`src/rtl/hms_pkg.sv`:
```
// Shared time-of-day types, limits and BCD helpers for the hms timekeeper
// and its display-side consumers.
package hms_pkg;

  typedef struct packed {
    logic [7:0] hh;
    logic [7:0] mm;
    logic [7:0] ss;
  } hms_t;

  localparam logic [7:0] MAX_HH = 8'h23;
  localparam logic [7:0] MAX_MS = 8'h59;

  // Both nibbles must be decimal; then a plain compare against the BCD limit is exact.
  function automatic logic bcd_ok(input logic [7:0] v, input logic [7:0] max_v);
    return (v[3:0] <= 4'd9) && (v[7:4] <= 4'd9) && (v <= max_v);
  endfunction

  function automatic logic hms_valid(input hms_t t);
    return bcd_ok(t.hh, MAX_HH) && bcd_ok(t.mm, MAX_MS) && bcd_ok(t.ss, MAX_MS);
  endfunction

  function automatic logic [7:0] bcd_inc(input logic [7:0] v);
    if (v[3:0] == 4'd9) begin
      return {v[7:4] + 4'd1, 4'h0};
    end
    return {v[7:4], v[3:0] + 4'd1};
  endfunction

endpackage

```
`src/rtl/hms_12h_conv.sv`:
```
// Combinational 24-hour to 12-hour hour converter (BCD in, BCD out) with pm flag.
module hms_12h_conv
  import hms_pkg::*;
(
  input  logic [7:0] hh24_i,
  output logic [7:0] hh12_o,
  output logic       pm_o
);

  always_comb begin
    pm_o   = (hh24_i >= 8'h12);
    hh12_o = hh24_i;
    if (hh24_i == 8'h00) begin
      hh12_o = 8'h12;
    end else if ((hh24_i >= 8'h22) || ((hh24_i >= 8'h13) && (hh24_i <= 8'h19))) begin
      // No borrow across the tens digit for these hours, so binary subtract is valid BCD.
      hh12_o = hh24_i - 8'h12;
    end else if (hh24_i >= 8'h20) begin
      hh12_o = hh24_i - 8'h18;
    end
  end

endmodule

```
`src/rtl/hms_timekeeper.sv`:
```
// Time-of-day counter in packed BCD with prescaler, run/stop, validated load,
// 12/24-hour display, one-shot alarm and seconds/day-wrap strobes.
module hms_timekeeper
  import hms_pkg::*;
#(
  parameter int TICK_DIV = 100_000_000,
  parameter bit ALARM_EN = 1'b1
) (
  input  logic        clk,
  input  logic        reset,
  input  logic        run,
  input  logic        mode_12h,
  input  logic        load,
  input  logic [23:0] time_in,
  input  logic        alarm_set,
  input  logic [23:0] alarm_in,
  input  logic        alarm_clr,
  output logic [23:0] time_out,
  output logic        pm,
  output logic        sec_tick,
  output logic        day_wrap,
  output logic        alarm,
  output logic        load_err
);

  localparam int PW = (TICK_DIV > 2) ? $clog2(TICK_DIV) : 1;
  localparam logic [PW-1:0] PS_LAST = PW'(TICK_DIV - 1);

  hms_t          time_q, time_d, time_inc;
  logic [PW-1:0] ps_q, ps_d;
  logic          sec_tick_q, day_wrap_q, load_err_q;
  logic          tick, adv, wrap, load_ok, set_ok;
  logic [7:0]    hh12;

  always_comb begin
    tick    = run && (ps_q == PS_LAST);
    load_ok = load && hms_valid(hms_t'(time_in));
    set_ok  = alarm_set && hms_valid(hms_t'(alarm_in));
    adv     = tick && !load_ok;

    time_inc = time_q;
    wrap     = 1'b0;
    if (time_q.ss == MAX_MS) begin
      time_inc.ss = 8'h00;
      if (time_q.mm == MAX_MS) begin
        time_inc.mm = 8'h00;
        if (time_q.hh == MAX_HH) begin
          time_inc.hh = 8'h00;
          wrap        = 1'b1;
        end else begin
          time_inc.hh = bcd_inc(time_q.hh);
        end
      end else begin
        time_inc.mm = bcd_inc(time_q.mm);
      end
    end else begin
      time_inc.ss = bcd_inc(time_q.ss);
    end

    time_d = time_q;
    if (load_ok) begin
      time_d = hms_t'(time_in);
    end else if (adv) begin
      time_d = time_inc;
    end

    // A valid load restarts the second; a stopped clock holds its partial second.
    ps_d = ps_q;
    if (load_ok || tick) begin
      ps_d = '0;
    end else if (run) begin
      ps_d = ps_q + 1'b1;
    end
  end

  always_ff @(posedge clk) begin
    if (reset) begin
      time_q     <= '0;
      ps_q       <= '0;
      sec_tick_q <= 1'b0;
      day_wrap_q <= 1'b0;
      load_err_q <= 1'b0;
    end else begin
      time_q     <= time_d;
      ps_q       <= ps_d;
      sec_tick_q <= adv;
      day_wrap_q <= adv && wrap;
      load_err_q <= (load && !load_ok) || (alarm_set && !set_ok);
    end
  end

  generate
    if (ALARM_EN) begin : g_alarm
      hms_t alarm_time_q;
      logic armed_q, alarm_q, match;

      // Only a real one-second advance can fire the alarm; loads never do.
      assign match = armed_q && adv && (time_inc == alarm_time_q);

      always_ff @(posedge clk) begin
        if (reset) begin
          alarm_time_q <= '0;
          armed_q      <= 1'b0;
          alarm_q      <= 1'b0;
        end else begin
          if (set_ok) begin
            alarm_time_q <= hms_t'(alarm_in);
            armed_q      <= 1'b1;
          end else if (alarm_clr) begin
            armed_q <= 1'b0;
          end
          if (alarm_clr) begin
            alarm_q <= 1'b0;
          end else if (match) begin
            alarm_q <= 1'b1;
          end
        end
      end

      assign alarm = alarm_q;
    end else begin : g_no_alarm
      assign alarm = 1'b0;
    end
  endgenerate

  hms_12h_conv u_conv (
    .hh24_i (time_q.hh),
    .hh12_o (hh12),
    .pm_o   (pm)
  );

  assign time_out = mode_12h ? {hh12, time_q.mm, time_q.ss} : time_q;
  assign sec_tick = sec_tick_q;
  assign day_wrap = day_wrap_q;
  assign load_err = load_err_q;

endmodule

```
`config.mk`:
```
export PLATFORM = sky130hd
export DESIGN_NAME = hms_timekeeper
export DESIGN_NICKNAME = d
export VERILOG_FILES = /design/src/rtl/hms_pkg.sv /design/src/rtl/hms_12h_conv.sv /design/src/rtl/hms_timekeeper.sv
export SDC_FILE = /design/constraint.sdc
export NUM_CORES = 1
export LEC_CHECK = 0
export CORE_UTILIZATION = 35
export CTS_CLUSTER_DIAMETER = 40
export DETAILED_ROUTE_END_ITERATION = 8
export GPL_TIMING_DRIVEN = 0
export HOLD_SLACK_MARGIN = 0.12
export REMOVE_ABC_BUFFERS = 1
export SYNTH_ARGS = -nofsm -noshare
export SYNTH_HDL_FRONTEND = slang
export SYNTH_HIERARCHICAL = 1
export SYNTH_SLANG_ARGS = --single-unit
```
`constraint.sdc`:
```
create_clock -name clk -period 2.4 [get_ports clk]
set_input_delay 0.24 -clock clk [delete_from_list [all_inputs] [get_ports clk]]
set_output_delay 0.24 -clock clk [all_outputs]
set_load 0.05 [all_outputs]
```
==> results.md <==
* Sequential cell area at 1660 sq um
* Pre-Repair DR Iteration Count at 7
* Mapped Cells at 658
* Mapped cell area at 5320 sq um
* Max-slew violations at 0
* Switching share of total power at 23.9%
* Mean Syn Cell Area at 8.09 sq um
* Gpl congestion at roughly 0.84
* Final ANT Viol Nets at 0
* DRT iter0 DRCs at 521
* Commonest non-fill, non-tap cells in the layout: nor2_1 (96), clkdlybuf4s50_1 (74), dfxtp_1 (61)
* Post-Synth Adder-Cell Area at 4.47%
* Slew @ Worst Pin at ~950 ps
* Worst EP arrival at 2810 ps
* Clock transition at path regs at 60 ps
* Via count at about 5,400
* Critical setup path kind: reg2reg
* Endpoints failing setup at 2
* Fmax at around 400 MHz
* Input/output buffers at 83
* Worst skew pair latency at around 350 ps
* CTS Sinks at 80
* CTS buffer count at 9
* TritonCTS clock tree: done
* Fillers at 1,379
* Synth Flop Type: dfxtp_1
* Final Skew at between 10 and 15 ps
* Reg power frac at between 40% and 50%
* P_leak at ~2.7 nW
* Multi-input gate area at 3720 sq um
* Post-synthesis compound-gate area fraction at 15.4%
* Worst rel slew slack at 37.0%
* First-pass GRT wire length at 25,600 um
* Comb pwr share at around 7.4%
* Cell-internal power at 2.25 mW
* Final hold violations at 0
* Layout cells sized above 1 at 23.2%
* Tmin final at 2530 ps
* Worst hold start: time_in[0]
* Initial Util at approximately 36%
* Max Root-Sink Buffers at 2
* R2r endpoint: alarm
* Core ar. at 14,700 sq um
* GRT Util Overall at 20.6%
* Yosys cell types at 71
* Asr flop ratio synth at 0%
* Worst Hold Endpoint: time_q[0]
* Hold buffer count at CTS at 0
* Multiplexer share of the synthesized area at 8.16%
* Commonest non-fill, non-tap cell in the layout: nor2_1
* Die Y at 125 um
* Row Count at 44
* Setup slack after layout at -129 ps
* Final HPWL DP at 11,000 um
* Main combinational cell family by area after synthesis: simple AND/OR/NAND/NOR gates
* Status: finished with violations
* Die ar. at 15,700 sq um
* Worst setup EP type: register
* Wire per inst at between 15 and 20 um
* R2R depth at 11
* Clock network power share at 47.8%
* Detailed-route wire length at 17,000 um
* Vias per Instance at roughly 5.6
* I/O Pins at 84
* Power per cell area at roughly 400 nW/um^2
* Sw power at 706 uW
* RSZ-0062 raised after global routing: yes
* Root buffer cell: clkbuf_16
* MaxCap Viol Count at 0
* Die X-Extent at ~130 um
* R2R Setup Slk at -130 ps
* DRC violations left at 6
* Largest net degree at the start of global routing at 49
* Maximum VDD drop at roughly 350 uV
* Simple-gate area share of the yosys netlist at 28.0%
* Synth Warn # at 6
* Layout Nets at 844
* Seq cells post-synth at 80
* CTS H-Tree Depth at 3
* Worst Path Required at 2680 ps
* Vias in the first global route at approximately 5,000
* Setup crit start kind: register
* Crit share post-route at 105%
* Number of flops mapped to enable cells by yosys at 0
* Setup Slack @ Placement at -1620 ps
* Grt total ovfl at 0
* Antenna violations before repair at 0
* Reg2Reg Launch Point: time_q[1]
* WHS Path Cells at 3
* Sequential fraction of the synthesis area at 30.1%
* XOR/XNOR Fraction of Synth Area at 7.24%
* Fin Setup TNS at -200 ps
* Tightest Hold Check Type: in2reg
* Critical Path Fanout Max at 6
* Syn-to-layout area delta at 39.4%
* Violated checks: DRC, setup timing
* # diodes at 0
## metrics by stage
step	power (mW)	instance area (sq um)	utilization, %	cells	hold slack (ps)
after detailed placement	1.57	6150	41.9	880	474
final	2.95	7420	50.5	959	485
after global routing	3.05	7420	50.5	959	489
after global placement	1.57	6110	41.6	877	464
after floorplan	1.43	5050	-	610	309
after CTS	2.98	7180	48.8	945	487
## cell type report
class,instances,share of cell area (%)
Inverter,22,1.15
Clock buffer,9,3.04
Timing Repair Buffer,146,19.1
Clock inverter,7,1.06
Multi-Input combinational cell,511,50.2
Sequential cell,80,22.4
Tap cell,184,3.10
## per-layer routing
metal	global-route usage (%)	wire length, um
met1	27.5	7760
met2	32.3	7630
met3	5.31	1280
met4	6.60	328
met5	0	0
## power by group through the flow
stage / clock (mW) / combinational (mW) / sequential [mW]
6_report: 1.41 / 0.217 / 1.32
5_1_grt: 1.49 / 0.232 / 1.32
4_1_cts: 1.44 / 0.208 / 1.32
3_5_place_dp: 0 / 0.200 / 1.37
3_3_place_gp: 0 / 0.197 / 1.37
2_1_floorplan: 0 / 0.0516 / 1.38
## state kept, by name (all words and copies together) (netlist names)
name and count:
ps_q 27, g_alarm.alarm_time_q 24, time_q 24, alarm 1, day_wrap 1, g_alarm.armed_q 1
load_err 1, sec_tick 1
## critical path, cell delays in order (launching register included)
cell and delay, ps:
dfxtp_4 360, inv_4 50, ha_4 160, nand3b_4 170
buf_12 190, buf_4 130, nor4_1 380, xnor2_1 170
o2111a_1 190, nand4_1 100, or4_4 450, o21ai_2 120
## what timing repair did
| action | CTS | global route |
|---|---|---|
| setup endpoints to repair | 62 | 35 |
| setup buffers | 47 | 12 |
| resized for setup | 129 | 34 |
| gates cloned | 2 | 2 |
| pin swaps | 20 | 13 |
## synthesized netlist by cell type (17+ instances only)
| cell type | n | area [sq um] |
|---|---|---|
| nand2_1 | 43 | 161 |
| inv_1 | 22 | 82.6 |
| ha_1 | 19 | 238 |
| a21oi_1 | 23 | 115 |
| dfxtp_1 | 80 | 1600 |
| mux2i_1 | 34 | 340 |
| nand3_1 | 22 | 110 |
| nor2_1 | 98 | 368 |
| xor2_1 | 25 | 219 |
| nand4_1 | 20 | 125 |
| clkbuf_1 | 17 | 63.8 |
| xnor2_1 | 19 | 166 |
| o21ai_0 | 28 | 140 |
## cells by family (layout without fill, tap and decap cells)
logic type      after synthesis  after routing
compound gates              121            121
xor+xnor                     44             44
fa+ha+maj                    19             19
buf+inv                      70            184
flops                        80             80
mux                          42             42
simple gates                282            285
## worst max-delay path by stage
stage                      start                  endpoint  slack (ps)  cells past startpoint
floorplan           alarm_in[22]  g_alarm.alarm_time_q[15]        -870                      5
global placement     alarm_in[9]  g_alarm.alarm_time_q[15]       -2410                      6
detailed placement    time_in[1]                time_q[20]       -1620                      8
CTS                    time_q[5]                     alarm         -80                     10
global route           time_q[3]                     alarm        -230                      9
finish                 time_q[1]                     alarm        -130                     11
No activity file was read; power rests on OpenSTA's default activity.
